**config.mk**
```make
export PLATFORM = sky130hd
export DESIGN_NAME = seq101_frame_tx
export DESIGN_NICKNAME = d
export VERILOG_FILES = /design/src/rtl/seq101_frame_tx_pkg.sv /design/src/rtl/seq101_frame_tx_bit_tick_gen.sv /design/src/rtl/seq101_frame_tx.sv
export SDC_FILE = /design/constraint.sdc
export NUM_CORES = 1
export LEC_CHECK = 0
export ABC_AREA = 1
export ABC_CLOCK_PERIOD_IN_PS = 2500
export CAP_MARGIN = 40
export CORE_MARGIN = 2
export CORE_UTILIZATION = 60
export DETAILED_ROUTE_END_ITERATION = 8
export DONT_BUFFER_PORTS = 1
export MAX_ROUTING_LAYER = met4
export PLACE_DENSITY = 0.75
export SETUP_SLACK_MARGIN = 0.1
export SYNTH_ARGS = -nofsm -noshare
export SYNTH_HDL_FRONTEND = slang
export SYNTH_HIERARCHICAL = 1
export SYNTH_SLANG_ARGS = --single-unit
```
**constraint.sdc**
```tcl
create_clock -name clk -period 2.5 [get_ports clk]
set_input_delay 0 -clock clk [delete_from_list [all_inputs] [get_ports clk]]
set_output_delay 0 -clock clk [all_outputs]
set_load 0.01 [all_outputs]
```
**src/rtl/seq101_frame_tx_pkg.sv**
```systemverilog
// Shared definitions for the "101" framed serial link: state encodings, preamble,
// and a counter-width helper used by both the transmitter and its bit-tick generator.
package seq101_frame_tx_pkg;

   typedef enum logic [1:0] {
      ST_IDLE = 2'b00,
      ST_PRE  = 2'b01,
      ST_DATA = 2'b10,
      ST_GAP  = 2'b11
   } state_e;

   localparam logic [2:0] PREAMBLE = 3'b101;
   localparam int         PRE_LEN  = 3;

   // Bits needed to hold values 0..max_val, never less than one.
   function automatic int cnt_width(input int max_val);
      int w;
      w = $clog2(max_val + 1);
      return (w < 1) ? 1 : w;
   endfunction

endpackage

```
**src/rtl/seq101_frame_tx_bit_tick_gen.sv**
```systemverilog
// Bit-period counter: tick marks the last clk cycle of each serial bit.
// tick_nxt is the same condition one cycle ahead, for registered end-of-frame flags.
module bit_tick_gen
   import seq101_frame_tx_pkg::*;
#(
   parameter int BIT_DIV = 1
) (
   input  logic clk,
   input  logic reset,
   input  logic clear,
   input  logic enable,
   output logic tick,
   output logic tick_nxt
);

   localparam int               CNT_W    = cnt_width(BIT_DIV - 1);
   localparam logic [CNT_W-1:0] CNT_LAST = CNT_W'(BIT_DIV - 1);

   logic [CNT_W-1:0] cnt_q;
   logic [CNT_W-1:0] cnt_d;

   // Counter parks at zero whenever disabled so every frame starts on a fresh period.
   always_comb begin
      cnt_d = '0;
      if (!clear && enable && (cnt_q != CNT_LAST)) begin
         cnt_d = cnt_q + 1'b1;
      end
   end

   always_ff @(posedge clk) begin
      if (reset) begin
         cnt_q <= '0;
      end else begin
         cnt_q <= cnt_d;
      end
   end

   assign tick     = (cnt_q == CNT_LAST);
   assign tick_nxt = (cnt_d == CNT_LAST);

endmodule

```
**src/rtl/seq101_frame_tx.sv**
```systemverilog
// Serial frame transmitter: preamble 101, WIDTH data bits MSB-first, GAP_BITS zeros.
// Outputs other than din_ready are registered from the next-state values.
module seq101_frame_tx
   import seq101_frame_tx_pkg::*;
#(
   parameter int WIDTH    = 8,
   parameter int BIT_DIV  = 1,
   parameter int GAP_BITS = 2
) (
   input  logic             clk,
   input  logic             reset,
   input  logic             din_valid,
   input  logic [WIDTH-1:0] din_data,
   output logic             din_ready,
   output logic             dout,
   output logic             dout_valid,
   output logic             busy,
   output logic             frame_done
);

   localparam int MAX_LEN = (WIDTH > PRE_LEN) ?
                            ((WIDTH > GAP_BITS) ? WIDTH : GAP_BITS) :
                            ((PRE_LEN > GAP_BITS) ? PRE_LEN : GAP_BITS);
   localparam int IDX_W = cnt_width(MAX_LEN - 1);

   localparam logic [IDX_W-1:0] PRE_LAST  = IDX_W'(PRE_LEN - 1);
   localparam logic [IDX_W-1:0] DATA_LAST = IDX_W'(WIDTH - 1);
   localparam logic [IDX_W-1:0] GAP_LAST  = IDX_W'((GAP_BITS > 0) ? GAP_BITS - 1 : 0);
   localparam logic [1:0]       PRE_TOP   = 2'(PRE_LEN - 1);
   localparam bit               GAP_EN    = (GAP_BITS > 0);

   state_e           state_q, state_d;
   logic [IDX_W-1:0] idx_q, idx_d;
   logic [WIDTH-1:0] shift_q, shift_d;
   logic             dout_q, dout_d;
   logic             dout_valid_q, dout_valid_d;
   logic             busy_q, busy_d;
   logic             frame_done_q, frame_done_d;

   logic handshake;
   logic tick;
   logic tick_nxt;
   logic last_bit_d;

   assign din_ready = (state_q == ST_IDLE) & ~reset;
   assign handshake = din_valid & din_ready;

   bit_tick_gen #(
      .BIT_DIV (BIT_DIV)
   ) u_tick (
      .clk      (clk),
      .reset    (reset),
      .clear    (handshake),
      .enable   (state_q != ST_IDLE),
      .tick     (tick),
      .tick_nxt (tick_nxt)
   );

   always_comb begin
      state_d = state_q;
      idx_d   = idx_q;
      shift_d = shift_q;
      case (state_q)
         ST_IDLE: begin
            if (handshake) begin
               state_d = ST_PRE;
               idx_d   = '0;
               shift_d = din_data;
            end
         end
         ST_PRE: begin
            if (tick) begin
               if (idx_q == PRE_LAST) begin
                  state_d = ST_DATA;
                  idx_d   = '0;
               end else begin
                  idx_d = idx_q + 1'b1;
               end
            end
         end
         ST_DATA: begin
            if (tick) begin
               shift_d = shift_q << 1;
               if (idx_q == DATA_LAST) begin
                  state_d = GAP_EN ? ST_GAP : ST_IDLE;
                  idx_d   = '0;
               end else begin
                  idx_d = idx_q + 1'b1;
               end
            end
         end
         ST_GAP: begin
            if (tick) begin
               if (idx_q == GAP_LAST) begin
                  state_d = ST_IDLE;
                  idx_d   = '0;
               end else begin
                  idx_d = idx_q + 1'b1;
               end
            end
         end
      endcase
   end

   // Outputs are decoded from the next state so they line up with the registered state.
   always_comb begin
      dout_d = 1'b0;
      case (state_d)
         ST_PRE:  dout_d = PREAMBLE[PRE_TOP - idx_d[1:0]];
         ST_DATA: dout_d = shift_d[WIDTH-1];
         default: dout_d = 1'b0;
      endcase
      dout_valid_d = (state_d == ST_PRE) || (state_d == ST_DATA);
      busy_d       = (state_d != ST_IDLE);
      last_bit_d   = ((state_d == ST_DATA) && (idx_d == DATA_LAST) && !GAP_EN) ||
                     ((state_d == ST_GAP) && (idx_d == GAP_LAST));
      frame_done_d = last_bit_d && tick_nxt;
   end

   always_ff @(posedge clk) begin
      if (reset) begin
         state_q      <= ST_IDLE;
         idx_q        <= '0;
         shift_q      <= '0;
         dout_q       <= 1'b0;
         dout_valid_q <= 1'b0;
         busy_q       <= 1'b0;
         frame_done_q <= 1'b0;
      end else begin
         state_q      <= state_d;
         idx_q        <= idx_d;
         shift_q      <= shift_d;
         dout_q       <= dout_d;
         dout_valid_q <= dout_valid_d;
         busy_q       <= busy_d;
         frame_done_q <= frame_done_d;
      end
   end

   assign dout       = dout_q;
   assign dout_valid = dout_valid_q;
   assign busy       = busy_q;
   assign frame_done = frame_done_q;

endmodule

```
==> metrics.yaml <==
cts_tree: "yes"
detailed_route_iter0_violations: 27
worst_ep_arrival_time_ns: 2.11
ctsHtreeMaxLevel: 1
final.hold.worst_slack_ns: 0.0504
synth.lib_cells_used.distinct: 22
timing.critical_path.max_delay_family: "buffers and inverters"
vias_per_cell: 5.12
cts-root-buf: "sky130_fd_sc_hd__clkbuf_4"
remaining_drc_errors: 0
crit_buf_inv: 4
fin_worst_skew_ns: 0.00490
post-synth-top-count-cell: "sky130_fd_sc_hd__nand2_1"
placed_cells: 156
power.share.switching: 0.253
postSynth.asyncResetShare: 0
pin_count: 16
fp-row-count: 14
yosys_register_bits: 18
netlist_top_cells_area: "sky130_fd_sc_hd__dfxtp_1 (39%), sky130_fd_sc_hd__nand2_1 (18%), sky130_fd_sc_hd__nor2_1 (8.9%)"
number_of_global_route_vias_before_repair: 773
layout-drive-gt1-share: 0.0915
maximum_number_of_pins_on_one_net_before_global_route_repair: 12
critical_path.max_stage_delay_ns: 0.77
drt-total-wl_mm: 1.80
timing.final.setup_violations: 0
antenna_found_initial: 0
clock_tree.buffer_depth: 2
syn-cell-area_um2: 931
cellPowerDensity_mw_per_mm2: 524
path_max_fanout: 11
initial_utilization: 0.633
route.detailed.wl_per_inst_um: 10.6
final_hold_viol_count: 0
finalMaxSlewViolations: 0
netlist_top_cells_count: "sky130_fd_sc_hd__nand2_1 (45), sky130_fd_sc_hd__nor2_1 (22), sky130_fd_sc_hd__dfxtp_1 (18), sky130_fd_sc_hd__inv_1 (14), sky130_fd_sc_hd__nand3_1 (7)"
cts-buffers-inserted: 3
synth_largest_type_area_fraction: 0.387
endpoint_kind: "register"
post_cts_repair_resize_count: 0
syn_to_final_growth_pct: 14.5
timing.setup.tns_ns: 0
synth_top_area_cell: "sky130_fd_sc_hd__dfxtp_1"
design.die.area_mm2: 0.00188
fillcell_total: 126
sequential_cell_area_um2: 360
min-delay-path-class: "in -> out"
yosysWarnings: 6
maxCapViolCount: 0
critPathKind: "in -> reg"
num_vias: 865
gp_routability_congestion: 0.873
grt_pass1_wl_mm: 3.21
final.period_utilization: 0.750
post_synth.cell_area_avg_um2: 6.56
post-cts-setup-buffers: 0
antennaDiodeCount: 0
required_ns: 2.74
timing.critical_path.cells: "dlygate4sd3_1, inv_1, nand3_2, nand2_1, inv_2, nand2_1, a31oi_1, dlygate4sd3_1"
synth_enable_flop_cells: 0
postRouteAntennaNets: 0
timing.final.crit_period_ns: 1.88
startpoint_type: "input port"
outcome: "complete, no violations"
switchingPower_uw: 142
placement.io_buffers: 0
cts-hold-fix-buffers: 9
power.share.combinational: 0.124
clock-sinks: 18
dieWidth_um: 43.4
vdd.ir_drop.worst_mv: 0.455
clockPowerShare: 0.320
hpwlAfterDp_mm: 1.35
leakagePower_uw: 0.000512
cts.reportedPaths.clkPinSlew_ns: 0.10
synth_flop_cell: "sky130_fd_sc_hd__dfxtp_1"
final_net_count: 169
multi_input_comb_area_um2: 484
p_int_uw: 417
global_route.usage.total: 0.238
syn-instance-count: 142
globalRoute.totalOverflow: 0
final.setup.worst_slack_ns: 0.625
setup_repair_after_global_routing_missed_its_margin: "no"
number_of_nets_in_the_synthesized_netlist: 157
power.sequential.fraction: 0.556
core_region_area_mm2: 0.00147
crit_path_top_delay_cell: "sky130_fd_sc_hd__dlygate4sd3_1"
clock_insertion_delay_worst_skew_ns: 0.29
die_height_um: 43.4
synth_sequential_area_ratio: 0.387
clock.fmax_mhz: 533
fin_cells: 169
drtPass1Iterations: 5
post-place-ws_ns: 1.04
## final timing paths
| kind | start | to | slack (ns) | cells past startpoint |
|---|---|---|---|---|
| worst max-delay path | reset | shift_q[3] | 0.62 | 8 |
| worst min-delay path | reset | din_ready | 0.05 | 1 |
| worst max register to register | state_q[1] | shift_q[3] | 0.67 | 7 |
| worst min register to register | shift_q[0] | shift_q[0] | 0.47 | 2 |
## cell usage in the layout, fill, tap and decap left out
| cell type | netlist | layout |
|---|---|---|
| sky130_fd_sc_hd__nand2_1 | 45 | 45 |
| sky130_fd_sc_hd__dlygate4sd3_1 | 0 | 9 |
| sky130_fd_sc_hd__o21ai_1 | 2 | 2 |
| sky130_fd_sc_hd__o21ai_0 | 1 | 1 |
| sky130_fd_sc_hd__nand3_1 | 7 | 7 |
| sky130_fd_sc_hd__clkbuf_4 | 0 | 3 |
| sky130_fd_sc_hd__a31oi_1 | 6 | 6 |
| sky130_fd_sc_hd__xor2_1 | 1 | 1 |
| sky130_fd_sc_hd__inv_1 | 14 | 14 |
| sky130_fd_sc_hd__a21oi_1 | 5 | 5 |
| sky130_fd_sc_hd__nand3_2 | 1 | 1 |
| sky130_fd_sc_hd__clkinv_1 | 1 | 1 |
| sky130_fd_sc_hd__inv_2 | 5 | 5 |
| sky130_fd_sc_hd__a21boi_1 | 1 | 1 |
| sky130_fd_sc_hd__nor2_2 | 1 | 1 |
| sky130_fd_sc_hd__conb_1 | 2 | 2 |
| sky130_fd_sc_hd__o21bai_1 | 1 | 1 |
| sky130_fd_sc_hd__dfxtp_1 | 18 | 18 |
| sky130_fd_sc_hd__nor3_2 | 1 | 1 |
| sky130_fd_sc_hd__clkbuf_8 | 0 | 1 |
| sky130_fd_sc_hd__nor2_1 | 22 | 22 |
| sky130_fd_sc_hd__nand2_2 | 2 | 2 |
| sky130_fd_sc_hd__ha_1 | 4 | 4 |
## area by class of cell
type | count | area share
well taps | 16 | 0.0188
multi-input cells | 102 | 0.454
flip-flops and latches | 18 | 0.338
inverters | 20 | 0.0704
clock buffers | 4 | 0.0340
repair buffers | 9 | 0.0845
## cell families after synthesis
| family | after synthesis | synth area share |
|---|---|---|
| adders and majority gates | 4 | 0.0538 |
| buffers and inverters | 22 | 0.0927 |
| xor gates and xnor gates | 1 | 0.00941 |
| DFF | 18 | 0.387 |
| other | 2 | 0.00807 |
| and+or+nand+nor | 79 | 0.349 |
| AOI/OAI and AO/OA | 16 | 0.0995 |
## flip-flops by register name, indices dropped and copies added (netlist names)
signal and count:
dout_valid 1, state_q 2, busy 1, u_tick/cnt_q 1
frame_done 1, idx_q 3, dout 1, shift_q 8
## power by group through the flow
stage	clock, uW	combinational (uW)	sequential, uW
global placement	0	55.1	317
floorplan	0	49.7	316
finish	179	69.4	311
CTS	183	69.4	311
detailed placement	0	55.7	317
global route	195	80.3	313
## stage by stage
step	instance area, um^2	total power [uW]	utilization
after global placement	940	372	0.639
after floorplan	931	365	-
after detailed placement	940	373	0.639
after CTS	1070	563	0.724
after global routing	1070	588	0.724
final	1070	559	0.724
## layer usage
metal | track usage | share of wire
met5 | - | 0
met2 | 0.400 | 0.50
met1 | 0.271 | 0.45
met4 | 0.0727 | 0.0072
met3 | 0.0750 | 0.043
Note: power is estimated with default switching activity, not from simulation.
